File: src/rtl/booth_control_unit.sv
// rtl/booth_control_unit.sv - Sequencing FSM for the radix-2 Booth multiplier datapath.
// Owns the iteration counter only; the A/Q/Q-1/M registers and the adder live in the datapath.
module booth_control_unit #(
   parameter int WIDTH = 32,
   parameter int CW    = $clog2(WIDTH + 1)
) (
   input  logic          clk,
   input  logic          rst_n,
   input  logic          start,
   input  logic          q0,
   input  logic          q_m1,
   output logic          load,
   output logic          add,
   output logic          sub,
   output logic          shift,
   output logic          busy,
   output logic          done,
   output logic [CW-1:0] count
);

   typedef enum logic [1:0] {IDLE, LOAD, RUN, DONE} state_t;

   state_t state;

   // Moore outputs are registered alongside the state so they follow the next state exactly.
   always_ff @(posedge clk or negedge rst_n) begin
      if (!rst_n) begin
         state <= IDLE;
         load  <= 1'b0;
         shift <= 1'b0;
         busy  <= 1'b0;
         done  <= 1'b0;
         count <= '0;
      end else begin
         load  <= 1'b0;
         shift <= 1'b0;
         done  <= 1'b0;
         case (state)
            IDLE: begin
               if (start) begin
                  state <= LOAD;
                  load  <= 1'b1;
                  busy  <= 1'b1;
               end
            end
            LOAD: begin
               state <= RUN;
               shift <= 1'b1;
               count <= CW'(WIDTH);
            end
            RUN: begin
               count <= count - CW'(1);
               if (count == CW'(1)) begin
                  state <= DONE;
                  done  <= 1'b1;
               end else begin
                  shift <= 1'b1;
               end
            end
            DONE: begin
               state <= IDLE;
               busy  <= 1'b0;
               count <= '0;
            end
            default: begin
               state <= IDLE;
               busy  <= 1'b0;
               count <= '0;
            end
         endcase
      end
   end

   // Booth recoding of the current {Q0, Q-1} pair, valid only while iterating.
   assign sub = (state == RUN) &&  q0 && !q_m1;
   assign add = (state == RUN) && !q0 &&  q_m1;

endmodule

File: config.mk
export PLATFORM = sky130hd
export DESIGN_NAME = booth_control_unit
export DESIGN_NICKNAME = d
export VERILOG_FILES = /design/src/rtl/booth_control_unit.sv
export SDC_FILE = /design/constraint.sdc
export NUM_CORES = 1
export LEC_CHECK = 0
export CAP_MARGIN = 30
export CORE_MARGIN = 3
export CORE_UTILIZATION = 40
export CTS_CLUSTER_DIAMETER = 120
export DETAILED_ROUTE_END_ITERATION = 12
export MAX_ROUTING_LAYER = met4
export PLACE_DENSITY = 0.67
export SETUP_SLACK_MARGIN = 0.02
export SLEW_MARGIN = 20
export SYNTH_ARGS = -nofsm -noshare
export SYNTH_HDL_FRONTEND = slang
export SYNTH_SLANG_ARGS = --single-unit
File: constraint.sdc
create_clock -name clk -period 2.9 [get_ports clk]
set_input_delay 0.29 -clock clk [delete_from_list [all_inputs] [get_ports clk]]
set_output_delay 0.29 -clock clk [all_outputs]
set_load 0.01 [all_outputs]
# After elaboration in Yosys (flattened, before gate mapping)
# Cells that the tools add are included.
# totals
romBits,0
inputBits,5
ramBits,0
ff_bits,12
memories,0
word_cells,36
out_inout_bits,12
latchBits,0
# classes
magnitude_cmp,0
mux,12
n_eq_ne,6
n_bitwise,0
n_addsub,1
shift,0
n_reduce_logical,11
mul,0
div_mod_pow,0
# ops
operator,count
6-bit one-hot mux with 3 select lines,1
2-bit one-hot mux with 4 select lines,1
"6-bit by 1-bit == test with 1-bit output, second input constant",1
1-bit 2-to-1 mux,6
"6-bit by 1-bit subtractor with 6-bit output, second input constant",1
"2-bit == test, second input constant",2
1-bit logical AND,4
2-bit 2-to-1 mux,2
"2-bit inequality test, second input constant",2
1-bit one-hot mux with 2 select lines,2
2-bit AND reduction,2
3-bit nonzero test,1
"2-bit by 1-bit == test with 1-bit output, second input constant",1
1-bit logical NOT,2
2-bit logical NOT,1
2-bit nonzero test,1

# Longest topological paths before layout
# logic_depth
depth_word,3
mapped_depth,6
depth_no_buf,6

# Worst setup path before layout
# OpenSTA, ideal clock, no wires.
# synth_path
path_kind,flip-flop to flip-flop
startpoint,reg count[2]
endpoint,reg count[5]
stages_incl_launch_ff,5
path_slack_ns,1.165
t_arrival_ns,1.609
required_time_ns,2.774
setup_ns,0.126
n_path_buf,0
period_less_slack_ns,1.735
path_cell_list,dfrtp_1 -> or3_4 -> nor3_1 -> mux2_2 -> a221o_1
# synth_between
elab_chain_len,2
# synth_lines
item,line,rtl
start: declaration,18,output logic [CW-1:0] count
start signal: assignment,49,count <= CW'(WIDTH);
start signal: assignment,52,count <= count - CW'(1);
6-bit by 1-bit subtractor with 6-bit output,52,
6-bit one-hot mux with 3 select lines,38,case (state)
# No other way between the ends.
# A chain may end at the register's enable or synchronous reset.

# Worst setup path after layout
# layout_path
startpoint,reg state[0]
endpoint,out add
# layout_between
elab_chain_len,3
# layout_lines
item,line,rtl
start: declaration,23,state_t state;
start signal: assignment,28,state <= IDLE;
start signal: assignment,41,state <= LOAD;
start signal: assignment,47,state <= RUN;
2-bit == test,76,assign add = (state == RUN) && !q0 && q_m1;
1-bit logical AND (2 in a row),76,
end: declaration,13,"output logic add,"
# No other way between the ends.

==> impl_metrics.json <==
{
  "max_freq_mhz": 446.3,
  "cp_max_fo": 12,
  "clk_pin_slew_ns": 0.07,
  "yosysWarnings": 0,
  "reg2regPathDepth": 4,
  "clk-insertion-delay-late_ns": 0.26,
  "n_fill_cell": 145,
  "fin_area_sq_um": 872.1,
  "r2r-start": "count[2]",
  "clk_path_buf_depth": 2,
  "final_core_util": 0.5657,
  "post-cts-setup-buffers": 0,
  "portBuffers": 16,
  "start_util": 0.4391,
  "h-tree-depth": 1,
  "slew_viol_final": 0,
  "worst_slew_pin_slew_ns": 0.5262,
  "critPathLaunchType": "flop",
  "nNetsFinal": 97,
  "synthArstFlopShare": 1.000,
  "drtAntennaViolNets": 0,
  "area_growth_pct": 28.84,
  "final_common_cell": "clkdlybuf4s50_1",
  "cpPeakStageDelay_ns": 0.53,
  "grt_max_degree": 15,
  "n_antenna_cell": 0,
  "crit_buf_inv": 2,
  "fin_crit_ns": 2.241,
  "avgViaCountPerCell": 5.253,
  "grt_use_total": 0.1354,
  "clockRootBuffer": "clkbuf_4",
  "hold_buffers": 0,
  "grt_pass1_wl_um": 1966,
  "synth_seq_cells": 12,
  "critPathArrivalTime_ns": 1.95,
  "synth_cell_types": 25,
  "numCtsBuffers": 3,
  "die_h_um": 47.14,
  "final_cell_mix": "clkdlybuf4s50_1, dfrtp_1, nand2_1, ha_1",
  "gr-total-overflow": 0,
  "syn-cell-area_sq_um": 676.9,
  "ff2ff_setup_slack_ns": 1.11,
  "wl_um": 1286,
  "hold_path.class": "in -> async",
  "coreArea_sq_um": 1541,
  "rsz0062_at_grt": "false",
  "tns_ns": 0,
  "fin_crit_sh": 0.7727,
  "grt_pass1_vias": 471,
  "critical-path-top-delay-family": "buffers and inverters",
  "drt_iter0_drc": 6,
  "dpl_cell_area_sq_um": 849.6,
  "timing.rr.end": "count[5]",
  "worst_ep_required_time_ns": 2.61,
  "power_density_nw_per_um2": 1054,
  "syn_inst": 66,
  "critPathKind": "reg -> out",
  "slew_headroom": 0.6481,
  "synth_edf_count": 0,
  "antenna_found_initial": 0,
  "drtPass1Iterations": 4,
  "outcome": "finished clean",
  "die_w_um": 47.14,
  "peakVddDrop_uv": 519.4,
  "cts_resized": 0,
  "rows": 14,
  "power_leakage_uw": 0.0004096,
  "hold_viol": 0,
  "ys.flop_type": "dfrtp_1",
  "pin_count": 17,
  "drive_gt1_frac": 0.09639,
  "drcViolationCount": 0,
  "avgSynthCellArea_sq_um": 10.26,
  "critPathCaptureType": "output pin",
  "dieArea_sq_um": 2222,
  "vias": 520,
  "setup_viol": 0,
  "cts_tree": "yes",
  "place_congestion": 0.8244,
  "fin_skew_ns": 0.003553,
  "dp_hpwl_um": 960.8,
  "cp_slowest_cell": "clkdlybuf4s50_1",
  "avgRoutedWirePerCell_um": 12.99,
  "drv_cap": 0,
  "power_uw": 919.3,
  "synth.net_count": 78,
  "worstPathCellList": "inv_1 > ha_1 > and3b_1 > clkdlybuf4s50_1",
  "ys_seq_area_frac": 0.4436,
  "cts.sinks": 12
}
[cell families after synthesis]
logic type      share of synthesized area
simple gates                       0.1830
flops                              0.4436
compound gates                     0.1183
buf+inv                           0.04436
fa+ha+maj                          0.1294
mux                               0.08133
[how the worst max path moves through the flow]
stage | start | endpoint | slack (ns) | cells after the start
after global placement | state[0] | add | 1.00 | 4
after floorplan | count[2] | count[5] | 1.16 | 4
final | state[0] | add | 0.66 | 4
after CTS | state[0] | sub | 0.63 | 5
after global routing | state[0] | sub | 0.45 | 5
after detailed placement | state[0] | sub | 0.94 | 5
[metal layers]
metal,share of wire,up-vias,track usage
li1,-,260,-
met1,0.48,249,0.1674
met2,0.47,9,0.1951
met3,0.023,2,0.02299
met4,0.021,0,0.09945
met5,0,-,-
[cell usage after synthesis, types with 2 or more instances]
| cell | instances | area [sq um] |
|---|---|---|
| nand2_1 | 7 | 26.28 |
| clkbuf_1 | 2 | 7.510 |
| a22o_1 | 3 | 26.28 |
| dfrtp_1 | 12 | 300.3 |
| inv_1 | 6 | 22.52 |
| mux2_2 | 3 | 33.78 |
| nor3_1 | 3 | 15.01 |
| o21ai_0 | 2 | 10.01 |
| nor2_1 | 6 | 22.52 |
| ha_1 | 7 | 87.58 |
[state kept, by name, summed over array words and instances, names as in the netlist]
| signal | cells |
|---|---|
| busy | 1 |
| count | 6 |
| state | 2 |
| load | 1 |
| shift | 1 |
| done | 1 |
[per-stage QoR]
step	setup slack (ns)	hold WS [ns]	std cells
6_report	0.6593	0.3699	99
4_1_cts	0.6300	0.3895	99
3_3_place_gp	1.002	0.5292	96
5_1_grt	0.4544	0.4138	99
2_1_floorplan	1.165	-0.005591	66
3_5_place_dp	0.9387	0.5320	96
[final cells by class]
class                      count  area [sq um]  area share
inverter                       6         22.52     0.02582
clock buffer                   3         22.52     0.02582
tap                           16         20.02     0.02296
sequential                    12         300.3      0.3443
timing repair buffer          16         160.2      0.1836
multi-input combinational     46         346.6      0.3974
[power by group]
part | internal (uW) | switching, uW | total [uW]
Combinational | 287 | 240 | 527
Clock | 47.9 | 49.3 | 97.2
Sequential | 232 | 63.1 | 295
Total | 567 | 353 | 919
Power figures use the tool's default switching activity.
